## config.mk

```make
export PLATFORM = sky130hd
export DESIGN_NAME = sonar_ranger_flat
export DESIGN_NICKNAME = d
export VERILOG_FILES = /design/src/rtl/sonar_pkg.sv /design/src/rtl/sonar_ranger_if.sv /design/src/rtl/sonar_ranger_sync_edge.sv /design/src/rtl/sonar_ranger.sv /design/src/flat_wrapper.sv
export SDC_FILE = /design/constraint.sdc
export NUM_CORES = 1
export LEC_CHECK = 0
export ABC_CLOCK_PERIOD_IN_PS = 2700
export BUFFER_PORTS_ARGS = -buffer_cell sky130_fd_sc_hd__buf_2
export CAP_MARGIN = 20
export CORE_MARGIN = 4
export CORE_UTILIZATION = 30
export DETAILED_ROUTE_END_ITERATION = 12
export SLEW_MARGIN = 10
export SYNTH_ARGS = -nofsm -noshare
export SYNTH_HDL_FRONTEND = slang
export SYNTH_HIERARCHICAL = 1
export SYNTH_SLANG_ARGS = --single-unit
```

## constraint.sdc

```tcl
create_clock -name clock -period 2.7 [get_ports clock]
set_input_delay 0 -clock clock [delete_from_list [all_inputs] [get_ports clock]]
set_output_delay 0 -clock clock [all_outputs]
set_load 0.02 [all_outputs]
```

## src/rtl/sonar_pkg.sv

```systemverilog
// Shared types and constants for the sonar ranging front end.
package sonar_pkg;

  typedef enum logic [2:0] {
    IDLE,
    TRIG,
    WAIT_RISE,
    MEASURE,
    HOLDOFF
  } state_t;

  // Bit positions inside the io_pins status byte; bits 1:0 read as zero.
  localparam int IO_VALID   = 7;
  localparam int IO_TIMEOUT = 6;
  localparam int IO_OVERRUN = 5;
  localparam int IO_BUSY    = 4;
  localparam int IO_TRIG    = 3;
  localparam int IO_ECHO    = 2;

  localparam int DEF_TRIG_CYCLES    = 500;
  localparam int DEF_TIMEOUT_CYCLES = 1500000;
  localparam int DEF_HOLDOFF_CYCLES = 3000000;
  localparam int DEF_COUNT_W        = 24;

  // Bits needed to count 0 .. n-1.
  function automatic int cnt_w(input int n);
    return (n < 2) ? 1 : $clog2(n);
  endfunction

endpackage

```

## src/rtl/sonar_ranger_if.sv

```systemverilog
// Control/status bundle between the sonar ranger and the processor io path.
interface sonar_ranger_if #(
  parameter int COUNT_W = sonar_pkg::DEF_COUNT_W
);
  logic               start;
  logic               auto_en;
  logic               echo;
  logic               result_ack;
  logic               trig;
  logic               busy;
  logic               result_valid;
  logic               timeout;
  logic               overrun;
  logic [COUNT_W-1:0] echo_cycles;
  logic [7:0]         io_pins;

  modport master (
    output start, auto_en, echo, result_ack,
    input  trig, busy, result_valid, timeout, overrun, echo_cycles, io_pins
  );

  modport slave (
    input  start, auto_en, echo, result_ack,
    output trig, busy, result_valid, timeout, overrun, echo_cycles, io_pins
  );
endinterface

```

## src/rtl/sonar_ranger_sync_edge.sv

```systemverilog
// Two-flop synchronizer with single-cycle rise/fall pulses on the synced level.
module sync_edge (
  input  logic clock,
  input  logic reset,
  input  logic d,
  output logic q,
  output logic rise,
  output logic fall
);
  // pipe[1] is the synced level, pipe[2] its previous value for edge detect.
  logic [2:0] pipe;

  always_ff @(posedge clock or negedge reset) begin
    if (!reset) pipe <= '0;
    else        pipe <= {pipe[1:0], d};
  end

  assign q    = pipe[1];
  assign rise = pipe[1] & ~pipe[2];
  assign fall = ~pipe[1] & pipe[2];
endmodule

```

## src/rtl/sonar_ranger.sv

```systemverilog
// Sonar trigger/echo timer with sticky valid/ack result and io_pins status byte.
module sonar_ranger
  import sonar_pkg::*;
#(
  parameter int TRIG_CYCLES    = DEF_TRIG_CYCLES,
  parameter int TIMEOUT_CYCLES = DEF_TIMEOUT_CYCLES,
  parameter int HOLDOFF_CYCLES = DEF_HOLDOFF_CYCLES,
  parameter int COUNT_W        = DEF_COUNT_W
) (
  input  logic          clock,
  input  logic          reset,
  sonar_ranger_if.slave bus
);
  localparam int PH_MAX = (TRIG_CYCLES > HOLDOFF_CYCLES) ? TRIG_CYCLES : HOLDOFF_CYCLES;
  localparam int PH_W   = cnt_w(PH_MAX);
  localparam logic [PH_W-1:0]    TRIG_LAST = PH_W'(TRIG_CYCLES - 1);
  localparam logic [PH_W-1:0]    HOLD_LAST = PH_W'(HOLDOFF_CYCLES - 1);
  localparam logic [COUNT_W-1:0] TO_LAST   = COUNT_W'(TIMEOUT_CYCLES - 1);
  localparam longint CNT_LIM = (longint'(1) << COUNT_W) - 1;
  localparam bit     TO_OK   = longint'(TIMEOUT_CYCLES) < CNT_LIM;

  state_t             state;
  logic [PH_W-1:0]    ph_cnt;
  logic [COUNT_W-1:0] to_cnt;
  logic [COUNT_W-1:0] width;
  logic               trig_q, busy_q;
  logic               valid_q, timeout_q, overrun_q;
  logic [COUNT_W-1:0] cycles_q;
  logic               echo_s, echo_rise, echo_fall;
  logic               commit, commit_to;
  logic [7:0]         io;

  sync_edge u_echo (
    .clock (clock),
    .reset (reset),
    .d     (bus.echo),
    .q     (echo_s),
    .rise  (echo_rise),
    .fall  (echo_fall)
  );

  // A rise in WAIT_RISE or a fall in MEASURE beats a coincident timeout.
  always_comb begin
    commit    = 1'b0;
    commit_to = 1'b0;
    case (state)
      WAIT_RISE: if (!echo_rise && to_cnt >= TO_LAST) begin
        commit    = 1'b1;
        commit_to = 1'b1;
      end
      MEASURE: begin
        if (echo_fall) commit = 1'b1;
        else if (to_cnt >= TO_LAST) begin
          commit    = 1'b1;
          commit_to = 1'b1;
        end
      end
      default: ;
    endcase
  end

  always_ff @(posedge clock or negedge reset) begin
    if (!reset) begin
      state  <= IDLE;
      ph_cnt <= '0;
      to_cnt <= '0;
      width  <= '0;
      trig_q <= 1'b0;
      busy_q <= 1'b0;
    end else begin
      case (state)
        IDLE: if (bus.start || bus.auto_en) begin
          state  <= TRIG;
          trig_q <= 1'b1;
          busy_q <= 1'b1;
          ph_cnt <= '0;
        end
        TRIG: begin
          if (ph_cnt == TRIG_LAST) begin
            state  <= WAIT_RISE;
            trig_q <= 1'b0;
            to_cnt <= '0;
          end else ph_cnt <= ph_cnt + 1'b1;
        end
        WAIT_RISE: begin
          to_cnt <= to_cnt + 1'b1;
          if (echo_rise) begin
            state <= MEASURE;
            width <= COUNT_W'(1);
          end else if (commit) begin
            state  <= HOLDOFF;
            ph_cnt <= '0;
          end
        end
        MEASURE: begin
          to_cnt <= to_cnt + 1'b1;
          if (commit) begin
            state  <= HOLDOFF;
            ph_cnt <= '0;
          end else width <= width + 1'b1;
        end
        HOLDOFF: begin
          if (ph_cnt == HOLD_LAST) begin
            state  <= IDLE;
            busy_q <= 1'b0;
          end else ph_cnt <= ph_cnt + 1'b1;
        end
        default: state <= IDLE;
      endcase
    end
  end

  // Commit beats ack; a same-cycle ack still covers the prior result's overrun.
  always_ff @(posedge clock or negedge reset) begin
    if (!reset) begin
      valid_q   <= 1'b0;
      timeout_q <= 1'b0;
      overrun_q <= 1'b0;
      cycles_q  <= '0;
    end else if (commit) begin
      valid_q   <= 1'b1;
      timeout_q <= commit_to;
      overrun_q <= valid_q & ~bus.result_ack;
      cycles_q  <= commit_to ? '1 : width;
    end else if (bus.result_ack) begin
      valid_q   <= 1'b0;
      overrun_q <= 1'b0;
    end
  end

  always_comb begin
    io             = '0;
    io[IO_VALID]   = valid_q;
    io[IO_TIMEOUT] = timeout_q;
    io[IO_OVERRUN] = overrun_q;
    io[IO_BUSY]    = busy_q;
    io[IO_TRIG]    = trig_q;
    io[IO_ECHO]    = echo_s;
  end

  assign bus.trig         = trig_q;
  assign bus.busy         = busy_q;
  assign bus.result_valid = valid_q;
  assign bus.timeout      = timeout_q;
  assign bus.overrun      = overrun_q;
  assign bus.echo_cycles  = cycles_q;
  assign bus.io_pins      = io;

  to_fits_count_w: assert property (@(posedge clock) TO_OK);
endmodule
```

## src/flat_wrapper.sv

```systemverilog
// flat-port wrapper written by rule: the top's interface ports become plain ports
module sonar_ranger_flat import sonar_pkg::*;
#(
  parameter int TRIG_CYCLES    = DEF_TRIG_CYCLES,
  parameter int TIMEOUT_CYCLES = DEF_TIMEOUT_CYCLES,
  parameter int HOLDOFF_CYCLES = DEF_HOLDOFF_CYCLES,
  parameter int COUNT_W        = DEF_COUNT_W
)
  (clock, reset, bus_start, bus_auto_en, bus_echo, bus_result_ack, bus_trig, bus_busy, bus_result_valid, bus_timeout, bus_overrun, bus_echo_cycles, bus_io_pins);
  sonar_ranger_if #(.COUNT_W(COUNT_W)) bus_i ();
  input  logic clock;
  input  logic reset;
  input wire logic [$bits(bus_i.start)-1:0] bus_start;
  input wire logic [$bits(bus_i.auto_en)-1:0] bus_auto_en;
  input wire logic [$bits(bus_i.echo)-1:0] bus_echo;
  input wire logic [$bits(bus_i.result_ack)-1:0] bus_result_ack;
  output wire logic [$bits(bus_i.trig)-1:0] bus_trig;
  output wire logic [$bits(bus_i.busy)-1:0] bus_busy;
  output wire logic [$bits(bus_i.result_valid)-1:0] bus_result_valid;
  output wire logic [$bits(bus_i.timeout)-1:0] bus_timeout;
  output wire logic [$bits(bus_i.overrun)-1:0] bus_overrun;
  output wire logic [$bits(bus_i.echo_cycles)-1:0] bus_echo_cycles;
  output wire logic [$bits(bus_i.io_pins)-1:0] bus_io_pins;
  assign bus_i.start = bus_start;
  assign bus_i.auto_en = bus_auto_en;
  assign bus_i.echo = bus_echo;
  assign bus_i.result_ack = bus_result_ack;
  assign bus_trig = bus_i.trig;
  assign bus_busy = bus_i.busy;
  assign bus_result_valid = bus_i.result_valid;
  assign bus_timeout = bus_i.timeout;
  assign bus_overrun = bus_i.overrun;
  assign bus_echo_cycles = bus_i.echo_cycles;
  assign bus_io_pins = bus_i.io_pins;
  sonar_ranger #(.TRIG_CYCLES(TRIG_CYCLES), .TIMEOUT_CYCLES(TIMEOUT_CYCLES), .HOLDOFF_CYCLES(HOLDOFF_CYCLES), .COUNT_W(COUNT_W)) u_core (.clock(clock), .reset(reset), .bus(bus_i));
endmodule
```

## After elaboration in Yosys (flattened, before gate mapping)

Index checks and enable logic that the tools add are counted.

- Bits in registers: 105
- Logic and storage cells: 84
- Input bits: 6

- Muxes and demuxes: 32
- Reductions and logical operators: 17
- Equality and inequality tests: 14
- Magnitude comparators: 1
- Bitwise gates (word level): 6
- Add/sub/neg operators: 3

Operators with widths:

| operator | number |
|---|---|
| $mux W22 | 5 |
| $pmux W22 S5 | 1 |
| $mux W24 | 4 |
| $pmux W24 S2 | 2 |
| $add A24 B1 Y24 const B | 2 |
| $ge A24 B21 Y1 const B | 1 |
| $add A22 B1 Y22 const B | 1 |
| $eq A22 B22 Y1 const B | 1 |
| $eq A22 B9 Y1 const B | 1 |
| $mux W3 | 5 |
| $pmux W3 S5 | 1 |
| $reduce_and A3 Y1 | 4 |
| $mux W1 | 10 |
| $reduce_bool A2 Y1 | 5 |
| $ne A2 B1 Y1 const B | 4 |
| $ne A2 B2 Y1 const B | 4 |
| $pmux W1 S2 | 4 |
| $eq A3 B2 Y1 const B | 2 |
| $reduce_and A5 Y1 | 1 |
| $reduce_bool A5 Y1 | 1 |
| $and A1 B1 Y1 | 3 |
| $eq A3 B1 Y1 const B | 1 |
| $eq A3 B3 Y1 const B | 1 |
| $logic_not A3 Y1 | 1 |
| other kinds (6) | 8 |

## Logic depth before layout (Yosys ltp)

Gate-level depths: netlist of run 1.

- Depth in word-level cells: 9
- Mapped depth: 8

## Modules after synthesis

Netlist of run 1, hierarchy kept.

By module, submodules not included:

| module | cells each | area an instance (sq um) | instances |
|---|---|---|---|
| sonar_ranger | 530 | 5142.4 | 1 |
| sync_edge | 5 | 90.1 | 1 |

## Worst setup path before layout of run 1

Ideal clock, no wire load.

- Path kind: register to register
- Start: register u_core.ph_cnt[12]
- End: register u_core.ph_cnt[0]
- Stages on the path, launching flop included: 7
- Clock period less this slack: 2.389 ns
- Required time: 2.575 ns
- Path buffers: 0
- Library setup time: 0.125 ns
- Data arrival time: 2.264 ns
- Path slack: 0.311 ns
- Cells stage by stage: dfrtp_1 > or4_1 > or4b_1 > nor3_1 > a211oi_1 > nand2_1 > mux2_2

- Cells in the longest elaborated chain, start to end: 3
- Elaborated cells between the ends (all ways): 5
- Classes of those cells: 4 x eq/ne; 1 x reduce/logical

Ends and longest elaborated chain:

| element | line | text |
|---|---|---|
| start: declaration | sonar_ranger.sv:23 | `logic [PH_W-1:0] ph_cnt;` |
| start signal: assignment | sonar_ranger.sv:83 | `end else ph_cnt <= ph_cnt + 1'b1;` |
| start signal: assignment | sonar_ranger.sv:106 | `end else ph_cnt <= ph_cnt + 1'b1;` |
| $eq A22 B22 Y1 / $eq A22 B9 Y1 (equally long branches) | sonar_ranger.sv:103, sonar_ranger.sv:79 |  |
| $ne A2 B2 Y1 (no source line) | - |  |
| $reduce_and A5 Y1 (no source line) (*) | - |  |

Every way passes the cells marked *; elsewhere a longest branch is shown, timed or not.
A chain may end at the register's enable or synchronous reset.

## Worst setup path after layout of run 1

- Start: register u_core.ph_cnt[12]
- End: register u_core.ph_cnt[1]

Same word-level chain as after synthesis.

==> flow_summary.json, run 1 <==
{
  "outcome": "complete, no violations",
  "wire_per_inst_um": 15.6,
  "synth_edf_count": 0,
  "cts_made_buffers": 9,
  "core-area_um2": 17200,
  "tns_ns": 0,
  "arrival_ns": 2.79,
  "drive_gt1_share_pct": 16.4,
  "synthFlopType": "dfrtp_1",
  "gp_congestion": 0.861,
  "setup_slack_ns": 0.143,
  "slew_viol_final": 0,
  "vias_per_cell": 5.32,
  "max_cap_viol_count": 0,
  "clock_sinks": 105,
  "rsz0062_at_grt": "no",
  "grt_max_degree": 106,
  "htreeDepth": 3,
  "grt_pass1_wl_um": 21800,
  "placementRows": 48,
  "grt_overflow": 0,
  "seq_area_frac_synth_pct": 50.2,
  "clock_path_buffers": 2,
  "areaGrowthSynthToFinish_pct": 17.8,
  "die-area_um2": 19600,
  "path_class": "reg2reg",
  "netlist_area_um2": 5230,
  "grt_pass1_vias": 4290,
  "insertedDiodeCount": 0,
  "dr.first_iter.drc_count": 290,
  "start_kind": "flip-flop",
  "async_reset_ff_share_pct": 100,
  "grt_antenna_before_repair": 0,
  "post-route-min-period_ns": 2.56,
  "routed_wl_um": 12600,
  "skew_ns": 0.00931,
  "leakagePower_nw": 2.72,
  "port_buffers": 40,
  "hpwl_um": 8720,
  "crit_fanout": 9,
  "clock-root-buffer": "clkbuf_16",
  "peakVddDrop_uv": 416,
  "power-per-cell-area_nw_per_um2": 577,
  "setup_viol": 0,
  "vias": 4311,
  "pin_count": 43,
  "drc_errors": 0,
  "hold_viol_final": 0,
  "crit_path_end_kind": "flip-flop",
  "clock_latency_ns": 0.35,
  "synthCells": 535,
  "timing.final.crit_share_pct": 94.7,
  "dr.pass1.iters": 4,
  "max_clock_freq_mhz": 391,
  "die_h_um": 140,
  "ys_warn_count": 6,
  "ys_types": 63,
  "die-width_um": 140,
  "cts_tree": "yes",
  "ant_nets": 0,
  "synth_area_per_cell_um2": 9.78,
  "slew_headroom_pct": 60.5,
  "pre_cts_slack_ns": 0.111,
  "path_clk_slew_ns": 0.07,
  "nNetsFinal": 589,
  "start_util_pct": 30.5,
  "worstMarginPinSlew_ns": 0.588,
  "ys_ff_latch": 105,
  "grtUsageTotal_pct": 13.2,
  "required_ns": 2.94,
  "min_path_type": "in2reg"
}
==> flip-flops by register name, indices dropped and copies added, names as in the netlist <==
name                     count
u_core/bus.busy              1
u_core/bus.echo_cycles      24
u_core/bus.overrun           1
u_core/bus.result_valid      1
u_core/bus.timeout           1
u_core/bus.trig              1
u_core/ph_cnt               22
u_core/state                 3
u_core/to_cnt               24
u_core/u_echo/pipe           3
u_core/width                24
==> cell usage in the layout (no fill, tap or decap), types with 12 or more instances in the layout <==
| cell type | synthesis | layout |
|---|---|---|
| nand2_1 | 41 | 41 |
| nand3_1 | 28 | 28 |
| nor2_1 | 33 | 33 |
| dfrtp_1 | 105 | 105 |
| buf_4 | 8 | 21 |
| o22a_1 | 24 | 24 |
| a21oi_1 | 43 | 42 |
| xor2_1 | 12 | 12 |
| buf_2 | 2 | 39 |
| and3_1 | 14 | 14 |
| o21ai_0 | 36 | 36 |
| a31oi_1 | 12 | 12 |
| nand4_1 | 15 | 15 |
==> logic make-up after synthesis <==
group / share of synthesized area (%)
AO/OA/AOI/OAI: 22.2
XOR/XNOR: 2.68
adder cells (fa/ha/maj): 0.717
buffers and inverters: 3.49
flip-flops: 50.2
multiplexers: 0.598
other: 0.0717
AND/OR/NAND/NOR: 20.0
==> worst paths after layout <==
| path | startpoint | end | slack [ns] | cells after the start |
|---|---|---|---|---|
| worst min register to register | u_core/u_echo/pipe[0] | u_core/u_echo/pipe[1] | 0.36 | 0 |
| max in group asynchronous | reset | u_core/ph_cnt[14] | 2.03 | 3 |
| worst max-delay path | u_core/ph_cnt[12] | u_core/ph_cnt[1] | 0.14 | 7 |
| min in group asynchronous | reset | u_core/bus.echo_cycles[23] | 0.26 | 3 |
| worst max register to register | u_core/ph_cnt[12] | u_core/ph_cnt[1] | 0.14 | 7 |
| worst min-delay path | bus_start | u_core/bus.busy | 0.13 | 3 |
==> power by group <==
group	switching (W)	internal [W]
Clock	0.000598	0.000828
Combinational	0.000187	0.000153
Sequential	0.000118	0.00167
Total	0.000904	0.00265
==> what timing repair did <==
| item | CTS | global route |
|---|---|---|
| setup endpoints to repair | 0 | 9 |
| hold buffers | 3 | 0 |
| gates resized for setup | 0 | 4 |
| buffers inserted | 0 | 2 |
| hold endpoints to repair | 108 | 0 |
==> worst max-delay path, stage by stage (launching register included) <==
cell	delay (ns)
dfrtp_1	0.43
or4_1	0.54
or4b_1	0.54
nor3_1	0.26
a211oi_1	0.15
buf_4	0.22
nand4_1	0.08
a21bo_2	0.21
==> Yosys cell counts, types with 2 or more instances <==
library cell,n,area share [%]
o21ai_0,36,3.4
xor2_1,12,2.0
or4_1,10,1.4
nand4_1,15,1.8
nor2_1,33,2.4
a21o_1,5,0.72
a21oi_1,43,4.1
and3_1,14,1.7
a31oi_1,12,1.4
a211oi_1,2,0.29
o211ai_1,8,1.1
buf_4,8,1.1
o21a_1,9,1.3
o31a_1,2,0.33
inv_1,8,0.57
nor4_1,3,0.36
clkbuf_1,21,1.5
ha_1,3,0.72
o2111ai_1,4,0.67
nand2_1,41,2.9
or2_2,3,0.36
nor3_1,11,1.1
xnor2_1,4,0.67
dfrtp_1,105,50
and2_1,8,0.96
nand3_1,28,2.7
mux2i_1,2,0.38
o22ai_1,3,0.36
or3_1,8,0.96
nor2b_1,3,0.36
o22a_1,24,4.0
buf_2,2,0.19
o31ai_1,11,1.6
and4_1,5,0.84
==> metal layers <==
layer | routed length, µm | part of all wire [%] | up-vias | global-route usage [%]
met1 | 6470 | 51 | 2121 | 19.3
met3 | 424 | 3.4 | 12 | 2.77
met5 | 0 | 0 | - | 0
li1 | - | - | 2103 | -
met2 | 5630 | 45 | 75 | 20.4
met4 | 100 | 0.79 | 0 | 2.70
==> layout make-up <==
type	instances	area, µm²
multi-input combinational	391	2470
fill	1776	11000
inverter	8	30.0
sequential	105	2630
tap	225	282
clock inverter	6	97.6
clock buffer	10	229
timing repair buffer	65	430
==> stage by stage <==
stage	cells	util [%]	power, W	instance area (µm²)	hold WS [ns]
finish	810	35.9	0.00355	6160	0.131
global route	810	35.9	0.00375	6160	0.141
CTS	807	35.5	0.00361	6100	0.106
detailed placement	788	33.4	0.00215	5740	0.118
global placement	788	33.4	0.00213	5740	0.112
floorplan	536	-	0.00202	5240	-0.296
(Power assumes the default switching activity.)
==> run 2: changes to the inputs <==
CELL_PAD_IN_SITES_DETAIL_PLACEMENT = 1   (was default)
CELL_PAD_IN_SITES_GLOBAL_PLACEMENT = 1   (was default)
PLACE_DENSITY_LB_ADDON = 0.1   (was default)
==> run 2 against run 1 <==
  * Routed wire length rose by 13%
  * Power down 3.6%
  * First-iteration DRC count decreased by 28%
  * Cell count grew 0.49%
  * Critical path depth did not move
  * Count of clock-buffer cells in the layout decreased by 1
  * Utilization down 0.26 points
  * Critical path type unchanged
==> flow_summary.json, run 2 (synthesis results as in run 1) <==
{
  "worstMarginPinSlew_ns": 0.694,
  "multi_input_area_um2": 2450,
  "areaGrowthSynthToFinish_pct": 16.9,
  "r2r_slack_ns": 0.13,
  "htreeDepth": 3,
  "skew_ns": 0.0104,
  "slew_headroom_pct": 53.7,
  "clock_path_buffers": 2,
  "ant_nets": 0,
  "grt_overflow": 0,
  "wire_per_inst_um": 17.6,
  "die-area_um2": 19600,
  "fin_hold_ws_ns": 0.151,
  "final_cell_area_um2": 6120,
  "pwr-share-seq_pct": 51.8,
  "power-per-cell-area_nw_per_um2": 560,
  "insertedDiodeCount": 0,
  "start_kind": "flip-flop",
  "slew_viol_final": 0,
  "p_int_w": 0.00247,
  "max_clock_freq_mhz": 389,
  "leakagePower_nw": 2.72,
  "setup_viol": 0,
  "gp_congestion": 0.750,
  "clock_latency_ns": 0.36,
  "dr.pass1.iters": 4,
  "die_h_um": 140,
  "required_ns": 2.95,
  "placementRows": 48,
  "r2r-end": "u_core/ph_cnt[1]",
  "max_cap_viol_count": 0,
  "drc_errors": 0,
  "grt_antenna_before_repair": 0,
  "layout_commonest_cell": "dfrtp_1",
  "grt_max_degree": 61,
  "fill_cells": 2022,
  "drive_gt1_share_pct": 16.8,
  "clock_sinks": 105,
  "rsz0062_at_grt": "no",
  "p_total_w": 0.00343,
  "core-area_um2": 17200,
  "arrival_ns": 2.82,
  "comb_power_share_pct": 10.6,
  "rr_worst_depth": 7,
  "port_buffers": 40,
  "swShare_pct": 27.8,
  "pin_count": 43,
  "nNetsFinal": 593,
  "worstHoldStart": "bus_auto_en",
  "vias": 4402,
  "r2r-start": "u_core/ph_cnt[13]",
  "vias_per_cell": 5.41,
  "min_to": "u_core/bus.busy",
  "pre_cts_slack_ns": 0.0896,
  "hpwl_um": 10200,
  "start_util_pct": 30.5,
  "hold_viol_final": 0,
  "grt_pass1_wl_um": 24400,
  "switchingPower_w": 0.000952,
  "p_clk_share_pct": 37.6,
  "crit_fanout": 7,
  "seq_area_um2": 2630,
  "clock-root-buffer": "clkbuf_16",
  "die-width_um": 140,
  "final_cell_mix": "dfrtp_1 (105), a21oi_1 (42), nand2_1 (41)",
  "path_clk_slew_ns": 0.08,
  "cts_made_buffers": 9,
  "min_path_type": "in2reg",
  "routed_wl_um": 14300,
  "post-route-min-period_ns": 2.57,
  "cts_tree": "yes",
  "setup_slack_ns": 0.131,
  "dr.first_iter.drc_count": 208,
  "dpl_cell_area_um2": 5800,
  "crit_path_end_kind": "flip-flop",
  "hold_path_depth": 3,
  "outcome": "complete, no violations",
  "peakVddDrop_uv": 280,
  "timing.final.crit_share_pct": 95.1,
  "tns_ns": 0,
  "grt_pass1_vias": 4618,
  "grtUsageTotal_pct": 15.2,
  "cts_setup_buffers": 0,
  "path_class": "reg2reg"
}
-- run 2: worst max-delay path by stage --
stage | from | to | depth (start not counted)
detailed placement | u_core/to_cnt[19] | u_core/width[19] | 6
global route | u_core/state[2] | u_core/width[19] | 7
global placement | u_core/to_cnt[0] | u_core/bus.overrun | 7
finish | u_core/ph_cnt[13] | u_core/ph_cnt[1] | 7
CTS | u_core/to_cnt[19] | u_core/width[22] | 6
floorplan | u_core/ph_cnt[12] | u_core/ph_cnt[0] | 6
-- run 2: power groups by stage --
stage	registers, W	clock network [W]	logic [W]
5_1_grt	0.00180	0.00142	0.000416
3_3_place_gp	0.00181	0	0.000351
2_1_floorplan	0.00179	0	0.000232
4_1_cts	0.00178	0.00135	0.000370
6_report	0.00178	0.00129	0.000362
3_5_place_dp	0.00181	0	0.000365
-- run 2: through the flow --
stage / util [%] / instances
after floorplan: - / 536
after global placement: 33.7 / 794
after detailed placement: 33.8 / 795
after CTS: 35.6 / 814
after global routing: 35.6 / 814
final: 35.6 / 814
-- run 2: final cells by class --
class / count / share of cell area, %
clock buffer: 9 / 3.68
clock inverter: 7 / 0.982
timing repair buffer: 69 / 7.32
tap: 225 / 4.60
multi-input combinational: 391 / 40.0
inverter: 8 / 0.491
sequential: 105 / 42.9
-- run 2: worst max-delay path: stages, from the launching register on --
cell	delay (ns)
dfrtp_1	0.42
or4_1	0.55
or4b_1	0.56
nor3_1	0.26
a211oi_1	0.15
buf_4	0.21
nand4_1	0.09
a21bo_2	0.22
-- run 2: timing repair --
| item | CTS | global route |
|---|---|---|
| gates resized for setup | 0 | 1 |
| hold buffers | 3 | 0 |
| endpoints found under the setup margin | 0 | 12 |
| hold endpoints to repair | 48 | 0 |
-- run 2: routing by layer --
metal	wire length (µm)	GRT usage, %
met5	0	0
met4	170	4.79
met3	255	1.81
met2	6860	25.3
met1	7030	20.8
